[config.mk]
export PLATFORM = sky130hd
export DESIGN_NAME = reset_controller
export DESIGN_NICKNAME = d
export VERILOG_FILES = /design/src/rtl/reset_controller_pkg.sv /design/src/rtl/reset_controller_watchdog_timer.sv /design/src/rtl/reset_controller.sv
export SDC_FILE = /design/constraint.sdc
export NUM_CORES = 1
export LEC_CHECK = 0
export CAP_MARGIN = 20
export CELL_PAD_IN_SITES_DETAIL_PLACEMENT = 0
export CELL_PAD_IN_SITES_GLOBAL_PLACEMENT = 2
export CORE_ASPECT_RATIO = 0.9
export CORE_MARGIN = 5
export CORE_UTILIZATION = 39
export DETAILED_ROUTE_END_ITERATION = 8
export PLACE_DENSITY_LB_ADDON = 0.1
export SYNTH_ARGS = -nofsm -noshare
export SYNTH_HDL_FRONTEND = slang
export SYNTH_SLANG_ARGS = --single-unit
[constraint.sdc]
create_clock -name clk -period 5.9 [get_ports clk]
set_input_delay 1.18 -clock clk [delete_from_list [all_inputs] [get_ports clk]]
set_output_delay 1.18 -clock clk [all_outputs]
set_load 0.01 [all_outputs]
[src/rtl/reset_controller_pkg.sv]
// reset_controller_pkg
//   Shared definitions for the f8 reset sequencer: cause bit positions,
//   register map, magic write values and the sequencer state type.
package reset_controller_pkg;

   // CAUSE register bit positions
   localparam int unsigned CAUSE_POR  = 0;
   localparam int unsigned CAUSE_TRAP = 1;
   localparam int unsigned CAUSE_WDT  = 2;
   localparam int unsigned CAUSE_SW   = 3;

   // Register map
   localparam logic [1:0] ADDR_CAUSE   = 2'd0;
   localparam logic [1:0] ADDR_WDTCTRL = 2'd1;
   localparam logic [1:0] ADDR_WDTKICK = 2'd2;
   localparam logic [1:0] ADDR_SWRST   = 2'd3;

   // Magic write values
   localparam logic [7:0] WDT_KICK_MAGIC = 8'h5A;
   localparam logic [7:0] SWRST_MAGIC    = 8'hA5;

   typedef enum logic {
      HOLD = 1'b0,
      RUN  = 1'b1
   } state_e;

endpackage

[src/rtl/reset_controller_watchdog_timer.sv]
// watchdog_timer
//   Down-counting watchdog. Counts down once per cycle while enabled and
//   nonzero; it stops at zero rather than wrapping. A reload forces the
//   count to all ones and takes priority over counting.
// Ports:
//   clk     - system clock
//   rst     - asynchronous active-high reset (count -> all ones)
//   enable  - watchdog armed
//   reload  - set count to all ones this cycle
//   expired - armed and count has reached zero (combinational)
//   count   - upper byte of the count, the only part software can read
module watchdog_timer #(
   parameter int unsigned WDTBITS = 16
) (
   input  logic       clk,
   input  logic       rst,
   input  logic       enable,
   input  logic       reload,
   output logic       expired,
   output logic [7:0] count
);

   logic [WDTBITS-1:0] count_q, count_d;

   always_comb begin
      count_d = count_q;
      if (reload) begin
         count_d = '1;
      end else if (enable && (count_q != '0)) begin
         count_d = count_q - WDTBITS'(1);
      end
   end

   always_ff @(posedge clk or posedge rst) begin
      if (rst) begin
         count_q <= '1;
      end else begin
         count_q <= count_d;
      end
   end

   assign expired = enable && (count_q == '0);
   assign count   = count_q[WDTBITS-1 -: 8];

endmodule

[src/rtl/reset_controller.sv]
// reset_controller
//   Reset sequencer and watchdog for the f8 system. Holds `reset` high for
//   STRETCH cycles after power-on, a core trap, a watchdog expiry or a
//   software request, and records which of those caused it.
// Ports:
//   clk            - system clock
//   power_on_reset - asynchronous active-high reset of this block
//   trap           - core trap indication (synchronous)
//   addr           - register select: 0 CAUSE, 1 WDTCTRL, 2 WDTKICK, 3 SWRST
//   wr             - one-cycle write strobe
//   din            - write data
//   dout           - read data, combinational from addr
//   reset          - registered active-high reset to core and peripherals
module reset_controller
   import reset_controller_pkg::*;
#(
   parameter int unsigned STRETCH = 16,
   parameter int unsigned WDTBITS = 16
) (
   input  logic       clk,
   input  logic       power_on_reset,
   input  logic       trap,
   input  logic [1:0] addr,
   input  logic       wr,
   input  logic [7:0] din,
   output logic [7:0] dout,
   output logic       reset
);

   localparam logic [7:0] HOLD_INIT = 8'(STRETCH - 1);

   state_e     state_q, state_d;
   logic [7:0] hold_cnt_q, hold_cnt_d;
   logic [3:0] cause_q, cause_d;
   logic       wdt_en_q, wdt_en_d;
   logic [7:0] rst_cnt_q, rst_cnt_d;
   logic       sw_req_q, sw_req_d;
   logic       reset_q, reset_d;

   logic       wdt_reload;
   logic       wdt_expired;
   logic [7:0] wdt_count;
   logic [3:0] events;

   watchdog_timer #(
      .WDTBITS (WDTBITS)
   ) u_wdt (
      .clk     (clk),
      .rst     (power_on_reset),
      .enable  (wdt_en_q),
      .reload  (wdt_reload),
      .expired (wdt_expired),
      .count   (wdt_count)
   );

   always_comb begin
      events                = '0;
      events[CAUSE_TRAP]    = trap;
      events[CAUSE_WDT]     = wdt_expired;
      events[CAUSE_SW]      = sw_req_q;

      state_d    = state_q;
      hold_cnt_d = hold_cnt_q;
      cause_d    = cause_q;
      wdt_en_d   = wdt_en_q;
      rst_cnt_d  = rst_cnt_q;
      sw_req_d   = 1'b0;
      wdt_reload = 1'b0;

      unique case (state_q)
         HOLD: begin
            if (hold_cnt_q == 8'd0) begin
               state_d = RUN;
            end else begin
               hold_cnt_d = hold_cnt_q - 8'd1;
            end
         end
         RUN: begin
            // Clear first, then OR in events, so a same-cycle event wins.
            if (wr && (addr == ADDR_CAUSE)) begin
               cause_d = cause_q & ~din[3:0];
            end
            if (|events) begin
               // Taking the transition also swallows any same-cycle
               // watchdog write or kick: expiry beats a late kick.
               state_d    = HOLD;
               hold_cnt_d = HOLD_INIT;
               cause_d    = cause_d | events;
               wdt_en_d   = 1'b0;
               if (rst_cnt_q != 8'hFF) begin
                  rst_cnt_d = rst_cnt_q + 8'd1;
               end
            end else begin
               if (wr && (addr == ADDR_WDTCTRL)) begin
                  wdt_en_d   = din[0];
                  wdt_reload = din[0];
               end
               if (wr && (addr == ADDR_WDTKICK) && (din == WDT_KICK_MAGIC)) begin
                  wdt_reload = 1'b1;
               end
               sw_req_d = wr && (addr == ADDR_SWRST) && (din == SWRST_MAGIC);
            end
         end
      endcase

      reset_d = (state_d == HOLD);
   end

   always_ff @(posedge clk or posedge power_on_reset) begin
      if (power_on_reset) begin
         state_q    <= HOLD;
         hold_cnt_q <= HOLD_INIT;
         cause_q    <= 4'b0001;
         wdt_en_q   <= 1'b0;
         rst_cnt_q  <= '0;
         sw_req_q   <= 1'b0;
         reset_q    <= 1'b1;
      end else begin
         state_q    <= state_d;
         hold_cnt_q <= hold_cnt_d;
         cause_q    <= cause_d;
         wdt_en_q   <= wdt_en_d;
         rst_cnt_q  <= rst_cnt_d;
         sw_req_q   <= sw_req_d;
         reset_q    <= reset_d;
      end
   end

   always_comb begin
      dout = '0;
      unique case (addr)
         ADDR_CAUSE:   dout = {4'b0000, cause_q};
         ADDR_WDTCTRL: dout = {7'b0000000, wdt_en_q};
         ADDR_WDTKICK: dout = wdt_count;
         ADDR_SWRST:   dout = rst_cnt_q;
      endcase
   end

   assign reset = reset_q;

endmodule

# ---- Yosys cells after proc, flatten, opt, wreduce, memory -nomap -nowiden
# Index checks and enable logic that the tools add are counted.
dict set report totals {
  regBits 40
  inputBits 14
  out_inout_bits 9
  word_cells 62
}
dict set report classes {
  add_sub_neg 3
  n_eq_ne 8
  mux 20
  n_bitwise 5
  reduce_logical 18
}
# operator count
set op_table {}
lappend op_table {{$mux 16} 2}
lappend op_table {{$pmux 8 s4} 1}
lappend op_table {{$logic_not 16->1} 1}
lappend op_table {{$mux 8} 2}
lappend op_table {{$pmux 8 s2} 1}
lappend op_table {{$reduce_bool 16->1} 1}
lappend op_table {{$sub 16x1->16 const B} 1}
lappend op_table {{$mux 4} 3}
lappend op_table {{$mux 1} 10}
lappend op_table {{$add 8x1->8 const B} 1}
lappend op_table {{$eq 8x7->1 const B} 1}
lappend op_table {{$eq 8x8->1 const B} 1}
lappend op_table {{$logic_and 1x1->1} 8}
lappend op_table {{$logic_not 8->1} 1}
lappend op_table {{$ne 8x8->1 const B} 1}
lappend op_table {{$sub 8x1->8 const B} 1}
lappend op_table {{$and 4x4->4} 1}
lappend op_table {{$eq 2x2->1 const B} 2}
lappend op_table {{$not 4->4} 1}
lappend op_table {{$or 4x4->4} 1}
lappend op_table {{$reduce_and 2->1} 2}
lappend op_table {{$reduce_bool 2->1} 2}
lappend op_table {{$reduce_and 3->1} 1}
lappend op_table {{$reduce_or 3->1} 1}
lappend op_table {{6 further kinds} 7}

# ---- Depth between registers and ports, before layout
dict set report logic_depth {
  word_depth 7
  mapped_depth 9
  mapped_depth_nobuf 7
}

# ---- Cells and area by module
# Synthesis repeated with hierarchy kept, for this count alone.
dict set report unflattened {
  hier_cells 236
  area_unflattened_um2 2403.6
}
# mod instances cells_per_inst area_per_inst_um2 seq_area_each_um2
set by_module_without_submodules {}
lappend by_module_without_submodules {reset_controller 1 134 1397.6 608.1}
lappend by_module_without_submodules {watchdog_timer 1 102 1006.0 420.4}

# ---- Least setup slack after synthesis
# No wires, ideal clock.
dict set report synth_path {
  path_type {input to output}
  start {input addr[0]}
  end {output dout[1]}
  t_arrival_ns 2.106
  t_required_ns 4.720
  slack_ns 2.614
  cell_stages 3
  n_path_buf 1
  cell_sequence {buf_1 -> mux2_2 -> a22o_1}
}
dict set report synth_via {
  elab_chain_cells 2
  elab_cells_between_ends 5
  cone_classes {eq/ne (3); mux (1); reduce/logical (1)}
}
# item line_no
set synth_lines {}
lappend synth_lines {{start: declaration} reset_controller.sv:23} ;# input logic [1:0] addr,
lappend synth_lines {{$eq 2x2->1 (tied with other cells)} reset_controller.sv:131} ;# unique case (addr)
lappend synth_lines {{$pmux 8 s4 (*)} reset_controller.sv:131}
lappend synth_lines {{end: declaration} reset_controller.sv:26} ;# output logic [7:0] dout,
# Every way passes the cells marked *; elsewhere a longest branch is shown, timed or not.

# ---- Final worst setup path
dict set report layout_path {
  start {input addr[0]}
  end {output dout[0]}
}
# Same word-level chain as after synthesis.

==> flow_summary.toml <==
[cts]
numClockSinks = 40
cts_max_path_buffers = 2
cts_setup_buffers = 0
cts_inserted_buffers = 5
cts_tree = "built"
clk_pin_slew_ns = 0.08
hold_buffers = 0
cts_resized = 0
clk_latency_ns = 0.29
htree_levels = 2
cts_root_buf = "clkbuf_8"

[global_routing]
track_usage = 0.148
grt_pass1_vias = 1798
grt_pass1_wl_um = 9160
antenna_found_initial = 0
grt_max_degree = 41
overflow = 0

[worst_setup_path]
worstSetupStartpointType = "input pin"
ff2ff_path_depth = 5
timing.rr.start = "u_wdt.count_q[9]$_DFFE_PP1P_"
critPathKind = "in -> out"
r2r_end = "u_wdt.count_q[1]$_DFFE_PP1P_"
reg2reg_slack_ns = 3.51
path_max_fanout = 14
crit_arrival_ns = 3.15
cp.required_ns = 4.72
cp-end-kind = "primary output"

[logic_synthesis]
synth_edf_count = 0
synthMuxAreaShare = 0.0468
yosys.cell_types.count = 53
synth_xor_area_frac = 0.0990
synthesis.nets = 244
synth_top_area_cell = "dfstp_2"
synth_top_family_by_area = "simple AND/OR/NAND/NOR gates"
synthAdderAreaFrac = 0.0272
synth_seq_area_share = 0.447
ys_seq_elements = 40
syn_avg_cell_area_um2 = 10.2
synth_top_area_share = 0.251
synth_area_leaders = "dfstp_2 (25%), dfrtp_1 (20%), xnor2_1 (8.4%), nand2_1 (4.6%), ha_1 (2.7%)"
syn_area_um2 = 2300
yosys.cell_count.top_type = "nand2_1"
synth_compound_gate_area_share = 0.105
synth_cells = 225
synth_commonest_cells = "nand2_1 (28), dfstp_2 (22), xnor2_1 (22)"
yosys.area_share.simple = 0.235
synthArstFlopShare = 1.00
ys.flop_type = "dfstp_2"
ys_warn_count = 0

[pwr]
switching_share = 0.293
power.internal_mw = 0.692
p_leak_nw = 1.03
p_switching_mw = 0.287
seqPwrFrac = 0.429
power_density_nw_per_um2 = 359
combinationalPowerShare = 0.253
ir_drop_uv = 176
clockPowerShare = 0.318

[sta]
finalSetupViolCount = 0
final.setup.tns_ns = 0
setup_ws_ns = 1.57
finClkSkew_ns = 0.00712
relSlewSlack = 0.558
worstMarginPinSlew_ns = 0.661
slew_violations = 0
fin_crit_sh = 0.734
hold_viol_final = 0
rsz0062_at_grt = "no"
fmax_mhz = 231
hold_ws_ns = 0.501
min_period_ns = 4.33

[route]
wl_per_cell_um = 16.4
via_per_inst = 5.35
first_pass_iters = 4
drt-total-wl_um = 5230
ant_nets = 0
drc = 0
dr.first_iter.drc_count = 45
route.vias.total = 1700

[floorplan]
die_h_um = 82.9
fp.dieArea_um2 = 7540
start_util = 0.404
io_pins = 23
core-area_um2 = 5690
dieWidth_um = 91.0
row_count = 26

[cells_and_area]
multi_input_area_um2 = 1180
nFillCells = 531
drive_above_1_share = 0.181
diodes = 0
ff_latch_area_um2 = 1030
final_area_um2 = 2730
nets = 266
area_growth_syn_to_layout_pct = 18.6

[min_path]
min_delay_path_depth = 1
hp-class = "reg -> reg"
hold-path-endpoint = "cause_q[0]$_DFFE_PP1P_"
hold_start = "cause_q[0]$_DFFE_PP1P_"

[run_status]
outcome = "finished, final reports clean"

[run]
cap_violations = 0

[place]
dpl.hpwl_um = 3630
place_area_um2 = 2570
io_buffers = 22
gp_congestion = 0.755
place_ws_ns = 1.56
## how the worst max path moves through the flow
stage	from	endpoint	slack (ns)	cells past startpoint
after floorplan	addr[0]	dout[1]	2.61	3
after global placement	addr[0]	dout[0]	1.56	3
after detailed placement	addr[0]	dout[0]	1.56	3
after CTS	addr[0]	dout[0]	1.56	3
after global routing	addr[0]	dout[3]	1.48	4
final	addr[0]	dout[0]	1.57	3
## critical path: stages
cell             delay [ns]
clkdlybuf4s50_1        0.89
mux4_2                 0.58
clkdlybuf4s50_1        0.49
## stage by stage
| stage | utilization | instances | power (mW) |
|---|---|---|---|
| after floorplan | - | 225 | 0.598 |
| after global placement | 0.451 | 310 | 0.670 |
| after detailed placement | 0.451 | 310 | 0.672 |
| after CTS | 0.479 | 318 | 0.992 |
| after global routing | 0.479 | 318 | 1.05 |
| final | 0.479 | 318 | 0.979 |
## layout make-up
| cell class | instances | share of cell area |
|---|---|---|
| multi-input cells | 165 | 0.433 |
| flip-flops and latches | 40 | 0.377 |
| repair buffers | 23 | 0.0834 |
| clock inverters | 3 | 0.0330 |
| well taps | 70 | 0.0321 |
| clock buffers | 5 | 0.0252 |
| inverters | 12 | 0.0165 |
## state kept, by name, summed over array words and instances (netlist names)
name / count
state_q: 1
u_wdt.count_q: 16
wdt_en_q: 1
cause_q: 4
rst_cnt_q: 8
hold_cnt_q: 8
reset: 1
sw_req_q: 1
## logic make-up after synthesis
group                    count (synthesis)
buffers and inverters                   20
AND/OR/NAND/NOR                         95
multiplexers                             9
AO/OA/AOI/OAI                           30
flip-flops                              40
XOR/XNOR                                26
adder cells (fa/ha/maj)                  5
## cell usage in the layout, fill, tap and decap left out, types with 2 or more instances in the layout
cell type	count
a2bb2oi_1	3
xnor2_1	22
or3_1	3
and3_1	2
o211ai_1	2
clkdlybuf4s50_1	22
ha_1	5
dfrtp_1	18
a22o_1	5
mux2i_1	4
o22ai_1	4
inv_1	12
xor2_1	4
o21ai_0	3
nor4bb_1	3
mux2_2	4
nand2_1	28
clkbuf_8	5
nand4_1	9
a21boi_0	2
nor3_1	8
nand3_1	4
nor3b_1	2
bufinv_16	3
dfstp_2	22
nor4b_1	2
a21oi_1	2
nor4_1	7
nor2_1	11
nand3b_1	2
nor2b_1	4
## metal layers
layer | GRT usage | vias up | part of all wire
li1 | - | 847 | -
met1 | 0.230 | 823 | 0.55
met2 | 0.194 | 24 | 0.40
met3 | 0.0407 | 6 | 0.037
met4 | 0.0493 | 0 | 0.013
met5 | 0 | - | 0
## power groups by stage
stage,Clock (mW),Combinational (mW),Sequential (mW)
global route,0.330,0.285,0.430
detailed placement,0,0.247,0.425
finish,0.311,0.247,0.420
floorplan,0,0.191,0.407
global placement,0,0.244,0.426
CTS,0.322,0.249,0.421
No activity file was read; power rests on OpenSTA's default activity.
